File: config.mk
export PLATFORM = sky130hd
export DESIGN_NAME = uart_tx_mmio
export DESIGN_NICKNAME = d
export VERILOG_FILES = /design/src/rtl/uart_pkg.sv /design/src/rtl/sync_fifo.sv /design/src/rtl/uart_tx_mmio.sv
export SDC_FILE = /design/constraint.sdc
export NUM_CORES = 1
export LEC_CHECK = 0
export ABC_AREA = 1
export CELL_PAD_IN_SITES_DETAIL_PLACEMENT = 0
export CELL_PAD_IN_SITES_GLOBAL_PLACEMENT = 1
export CORE_UTILIZATION = 40
export CTS_CLUSTER_DIAMETER = 50
export DETAILED_ROUTE_END_ITERATION = 7
export PLACE_DENSITY = 0.78
export SYNTH_ARGS = -nofsm -noshare
export SYNTH_HDL_FRONTEND = slang
export SYNTH_HIERARCHICAL = 1
export SYNTH_SLANG_ARGS = --single-unit
export TNS_END_PERCENT = 30
File: constraint.sdc
create_clock -name clk -period 2.8 [get_ports clk]
set_input_delay 0.56 -clock clk [delete_from_list [all_inputs] [get_ports clk]]
set_output_delay 0.56 -clock clk [all_outputs]
set_load 0.01 [all_outputs]
File: src/rtl/uart_pkg.sv
// Shared types and register map for the memory-mapped UART transmitter.
// Imported by the FIFO and the transmitter top.
package uart_pkg;

  typedef enum logic [1:0] {
    IDLE,
    START,
    DATA,
    STOP
  } tx_state_t;

  localparam logic [15:0] DATA_OFS   = 16'd0;
  localparam logic [15:0] STATUS_OFS = 16'd1;

  localparam int EMPTY_BIT = 0;
  localparam int FULL_BIT  = 1;
  localparam int BUSY_BIT  = 2;
  localparam int COUNT_LSB = 4;

endpackage

File: src/rtl/sync_fifo.sv
// Single-clock FIFO with registered occupancy count.
// Full/empty come from the count, so they never glitch on pointer wrap.
module sync_fifo
  import uart_pkg::*;
#(
  parameter int WIDTH = 8,
  parameter int DEPTH = 4,
  localparam int AW = $clog2(DEPTH),
  localparam int CW = AW + 1
) (
  input  logic             clk,
  input  logic             rst,
  input  logic             push,
  input  logic             pop,
  input  logic [WIDTH-1:0] din,
  output logic [WIDTH-1:0] dout,
  output logic             full,
  output logic             empty,
  output logic [CW-1:0]    count
);

  logic [WIDTH-1:0] mem [DEPTH];
  logic [AW-1:0] wrPtr;
  logic [AW-1:0] rdPtr;
  logic doPush;
  logic doPop;

  assign full   = (count == CW'(DEPTH));
  assign empty  = (count == '0);
  assign doPush = push & ~full;
  assign doPop  = pop & ~empty;
  assign dout   = mem[rdPtr];

  always_ff @(posedge clk) begin
    if (doPush) mem[wrPtr] <= din;
  end

  always_ff @(posedge clk or negedge rst) begin
    if (!rst) begin
      wrPtr <= '0;
      rdPtr <= '0;
      count <= '0;
    end else begin
      if (doPush) wrPtr <= wrPtr + AW'(1);
      if (doPop)  rdPtr <= rdPtr + AW'(1);
      unique case ({doPush, doPop})
        2'b10:   count <= count + CW'(1);
        2'b01:   count <= count - CW'(1);
        default: count <= count;
      endcase
    end
  end

endmodule

File: src/rtl/uart_tx_mmio.sv
// Memory-mapped 8N1 UART transmitter with byte FIFO and CPU stall on full.
// DATA at BASE_ADDR, STATUS at BASE_ADDR+1.
module uart_tx_mmio
  import uart_pkg::*;
#(
  parameter logic [15:0] BASE_ADDR = 16'hFF00,
  parameter int FIFO_DEPTH   = 4,
  parameter int CLKS_PER_BIT = 16
) (
  input  logic        clk,
  input  logic        rst,
  input  logic [15:0] memAddr,
  input  logic        memRe,
  input  logic        memWe,
  input  logic [15:0] memWBus,
  output logic [15:0] memRBus,
  output logic        sel,
  output logic        clkHold,
  output logic        txd
);

  localparam int CW = $clog2(FIFO_DEPTH) + 1;
  localparam int BW = $clog2(CLKS_PER_BIT);

  tx_state_t state;
  logic [BW-1:0] baud;
  logic [2:0]    bitIdx;
  logic [7:0]    shift;

  logic [7:0]    head;
  logic          full;
  logic          empty;
  logic [CW-1:0] count;

  logic hitData;
  logic hitStatus;
  logic push;
  logic pop;
  logic baudEnd;
  logic busy;
  logic [2:0]  cntField;
  logic [31:0] cntWide;
  logic [15:0] status;

  assign hitData   = (memAddr == BASE_ADDR + DATA_OFS);
  assign hitStatus = (memAddr == BASE_ADDR + STATUS_OFS);
  assign sel       = hitData | hitStatus;

  assign push    = memWe & hitData & ~full;
  assign clkHold = memWe & hitData & full;

  assign baudEnd = (baud == BW'(CLKS_PER_BIT - 1));
  assign busy    = (state != IDLE);
  assign pop     = ~empty & ((state == IDLE) |
                   ((state == STOP) & baudEnd));

  assign cntWide  = 32'(count);
  assign cntField = (cntWide > 32'd7) ? 3'd7 : cntWide[2:0];

  always_comb begin
    status = '0;
    status[EMPTY_BIT] = empty;
    status[FULL_BIT]  = full;
    status[BUSY_BIT]  = busy;
    status[COUNT_LSB +: 3] = cntField;
  end

  assign memRBus = (memRe & hitStatus) ? status : 16'h0000;

  sync_fifo #(
    .WIDTH(8),
    .DEPTH(FIFO_DEPTH)
  ) uFifo (
    .clk  (clk),
    .rst  (rst),
    .push (push),
    .pop  (pop),
    .din  (memWBus[7:0]),
    .dout (head),
    .full (full),
    .empty(empty),
    .count(count)
  );

  // txd is registered and updated on the edge that enters each bit period.
  always_ff @(posedge clk or negedge rst) begin
    if (!rst) begin
      state  <= IDLE;
      baud   <= '0;
      bitIdx <= '0;
      shift  <= '0;
      txd    <= 1'b1;
    end else begin
      unique case (state)
        IDLE: begin
          txd  <= 1'b1;
          baud <= '0;
          if (!empty) begin
            shift <= head;
            state <= START;
            txd   <= 1'b0;
          end
        end
        START: begin
          if (baudEnd) begin
            baud   <= '0;
            bitIdx <= '0;
            state  <= DATA;
            txd    <= shift[0];
          end else begin
            baud <= baud + BW'(1);
          end
        end
        DATA: begin
          if (baudEnd) begin
            baud   <= '0;
            shift  <= shift >> 1;
            bitIdx <= bitIdx + 3'd1;
            if (bitIdx == 3'd7) begin
              state <= STOP;
              txd   <= 1'b1;
            end else begin
              txd <= shift[1];
            end
          end else begin
            baud <= baud + BW'(1);
          end
        end
        STOP: begin
          if (baudEnd) begin
            baud <= '0;
            if (!empty) begin
              shift <= head;
              state <= START;
              txd   <= 1'b0;
            end else begin
              state <= IDLE;
              txd   <= 1'b1;
            end
          end else begin
            baud <= baud + BW'(1);
          end
        end
        default: state <= IDLE;
      endcase
    end
  end

endmodule
==> metrics.yaml <==
pwr-share-comb: 0.253
cts.clk_slew.worst_paths_ns: 0.07
grt_pass1_vias: 1914
yosysTopAreaCell: "edfxtp_1"
synth_most_common_cell: "nand2_1"
grtUsageTotal: 0.149
grt_max_degree: 35
power_switching_mw: 0.817
gp_congestion: 0.719
synth_common_cells: "nand2_1, inv_1, edfxtp_1"
dieArea_sq_um: 7810
cp.required_ns: 2.24
syn_avg_cell_area_sq_um: 9.54
routed_via_density: 4.51
ys_warn_count: 6
hpwl_mm: 3.58
antenna_left: 0
cts_setup_buffers: 0
internal_power_mw: 1.69
fmax_ghz: 0.369
clk_root_buffer_cell: "clkbuf_8"
htreeDepth: 3
finalCritPeriodShare: 0.967
skew_ns: 0.00916
start_util: 0.414
hold_ws_ns: 0.465
final_nets: 412
dr.pass1.iters: 4
drt_iter0_drc: 34
cts_sinks: 57
ys_top_cells_by_area: "edfxtp_1, dfrtp_1, nand2_1, ha_1, inv_1"
area_growth_pct: 22.3
finalMaxSlewViolations: 0
status: "complete, no violations"
finalSetupViolCount: 0
hold_viol: 0
clock_latency_ns: 0.34
ys_ff_latch: 57
layout_min_cycle_time_ns: 2.71
wire_per_inst_microns: 10.9
ioPinCount: 55
n_antenna_cell: 0
pwr-share-clk: 0.319
synth_cells: 313
vias: 2097
seqPwrFrac: 0.428
cts_tree: "built"
die_h_microns: 88.4
synthFlopType: "edfxtp_1"
arrival_ns: 2.15
fillers: 672
critPathLaunchType: "input port"
drc: 0
worstPathMaxFanout: 6
num_rows: 31
dp.cells: 449
powerDensity_nw_per_um2: 686
cts_made_buffers: 9
final_cells: 465
synth_top_area_frac: 0.322
rsz0062_at_grt: "true"
regArea_sq_um: 1590
core_area_sq_um: 7210
drive_gt1_frac: 0.126
async_flop_share: 0.439
tightest_slew_ns: 0.503
port_buffers: 36
synth_edf_count: 32
max_cap_violations: 0
multi_input_area_sq_um: 1110
hp-class: "reg2reg"
clock_path_buffers: 2
criticalPathCategory: "in2out"
relSlewSlack: 0.664
drt-total-wl_mm: 5.07
grt_pass1_wl_mm: 8.71
yosysSeqAreaShare: 0.532
synth_cell_type_count: 34
end_kind: "output port"
ir_drop_mv: 0.333
gr-total-overflow: 0
antenna_found_initial: 0
leakagePower_nw: 1.74
switching_share: 0.326
hold_buffers: 0
synthesis.area_sq_um: 2990
die_w_microns: 88.4
[path summary, 6_finish.rpt]
check                      cells past startpoint              to       start  slack, ns
max                                            8      memRBus[5]  memAddr[0]       0.09
min in group asynchronous                      2       bitIdx[2]         rst       0.58
min reg2reg                                    1         baud[0]     baud[0]       0.47
max in group asynchronous                      2             txd         rst       1.92
max reg2reg                                   15  uFifo/count[2]    state[0]       0.41
min                                            1         baud[0]     baud[0]       0.47
[metrics by stage]
stage	area, sq um	setup TNS, ns	util	setup WS [ns]	total power, mW
final	3650	0	0.506	0.0930	2.50
after global routing	3650	-0.101	0.506	-0.0579	2.67
after CTS	3640	0	0.504	0.0183	2.53
after detailed placement	3420	-0.150	0.475	-0.0316	1.73
after global placement	3420	-0.0244	0.475	-0.0162	1.71
after floorplan	3020	0	-	0.657	1.58
[power groups by stage]
stage                     logic (mW)  clock network, mW  registers (mW)
after floorplan                0.505                  0            1.07
after global placement         0.626                  0            1.09
after detailed placement       0.644                  0            1.09
after CTS                      0.645              0.815            1.07
after global routing           0.731              0.852            1.08
final                          0.634              0.799            1.07
[kinds of logic after synthesis]
logic type,synth area share
other,0.00126
XOR/XNOR,0.00587
AND/OR/NAND/NOR,0.181
buffers and inverters,0.111
flip-flops,0.532
adder cells (fa/ha/maj),0.0654
AO/OA/AOI/OAI,0.104
[per-layer routing]
metal | track usage | up-vias | routed length, microns
met3 | 0.0513 | 10 | 238
met5 | 0 | - | 0
met2 | 0.238 | 51 | 2420
li1 | - | 1098 | -
met4 | 0.0572 | 0 | 89
met1 | 0.186 | 938 | 2320
[timing repair]
item | CTS | global route
pin swaps | 0 | 0
gates resized for setup | 1 | 6
setup endpoints to repair | 6 | 7
[worst max-delay path: stages]
cell and delay [ns]:
clkdlybuf4s50_1 0.48, inv_1 0.04, nor2_1 0.08, nand2_1 0.06, nor2_2 0.12, nand3_2 0.16
nor2_1 0.12, clkdlybuf4s50_1 0.54
[cell type report]
type,count,share of cell area
Clock buffer,9,0.0339
Tap cell,99,0.0339
Timing Repair Buffer,45,0.121
Multi-Input combinational cell,199,0.304
Inverter,49,0.0504
Sequential cell,57,0.435
Clock inverter,7,0.0226
[flip-flops by register name (all words and copies together), names as in the netlist]
signal	flops
uFifo/count	3
uFifo/wrPtr	2
bitIdx	3
baud	4
shift	8
uFifo/mem	32
uFifo/rdPtr	2
txd	1
state	2
[placed cells by master, fill, tap and decap left out, drive strengths merged]
master and n:
a21boi 1, clkinv 2, nand3 16, conb 10, bufinv 1, xor2 1
o21ai 22, o211ai 17, fa 1, o21a 1, nand3b 1, nand4 2
ha 14, a21oi 5, nor2 24, dlymetal6s2s 5, dfrtp 24, clkbuf 9
edfxtp 32, or2 7, buf 9, clkdlybuf4s50 31, nand2 76, inv 53
xnor2 1, dfstp 1
Note: power is estimated with default switching activity, not from simulation.
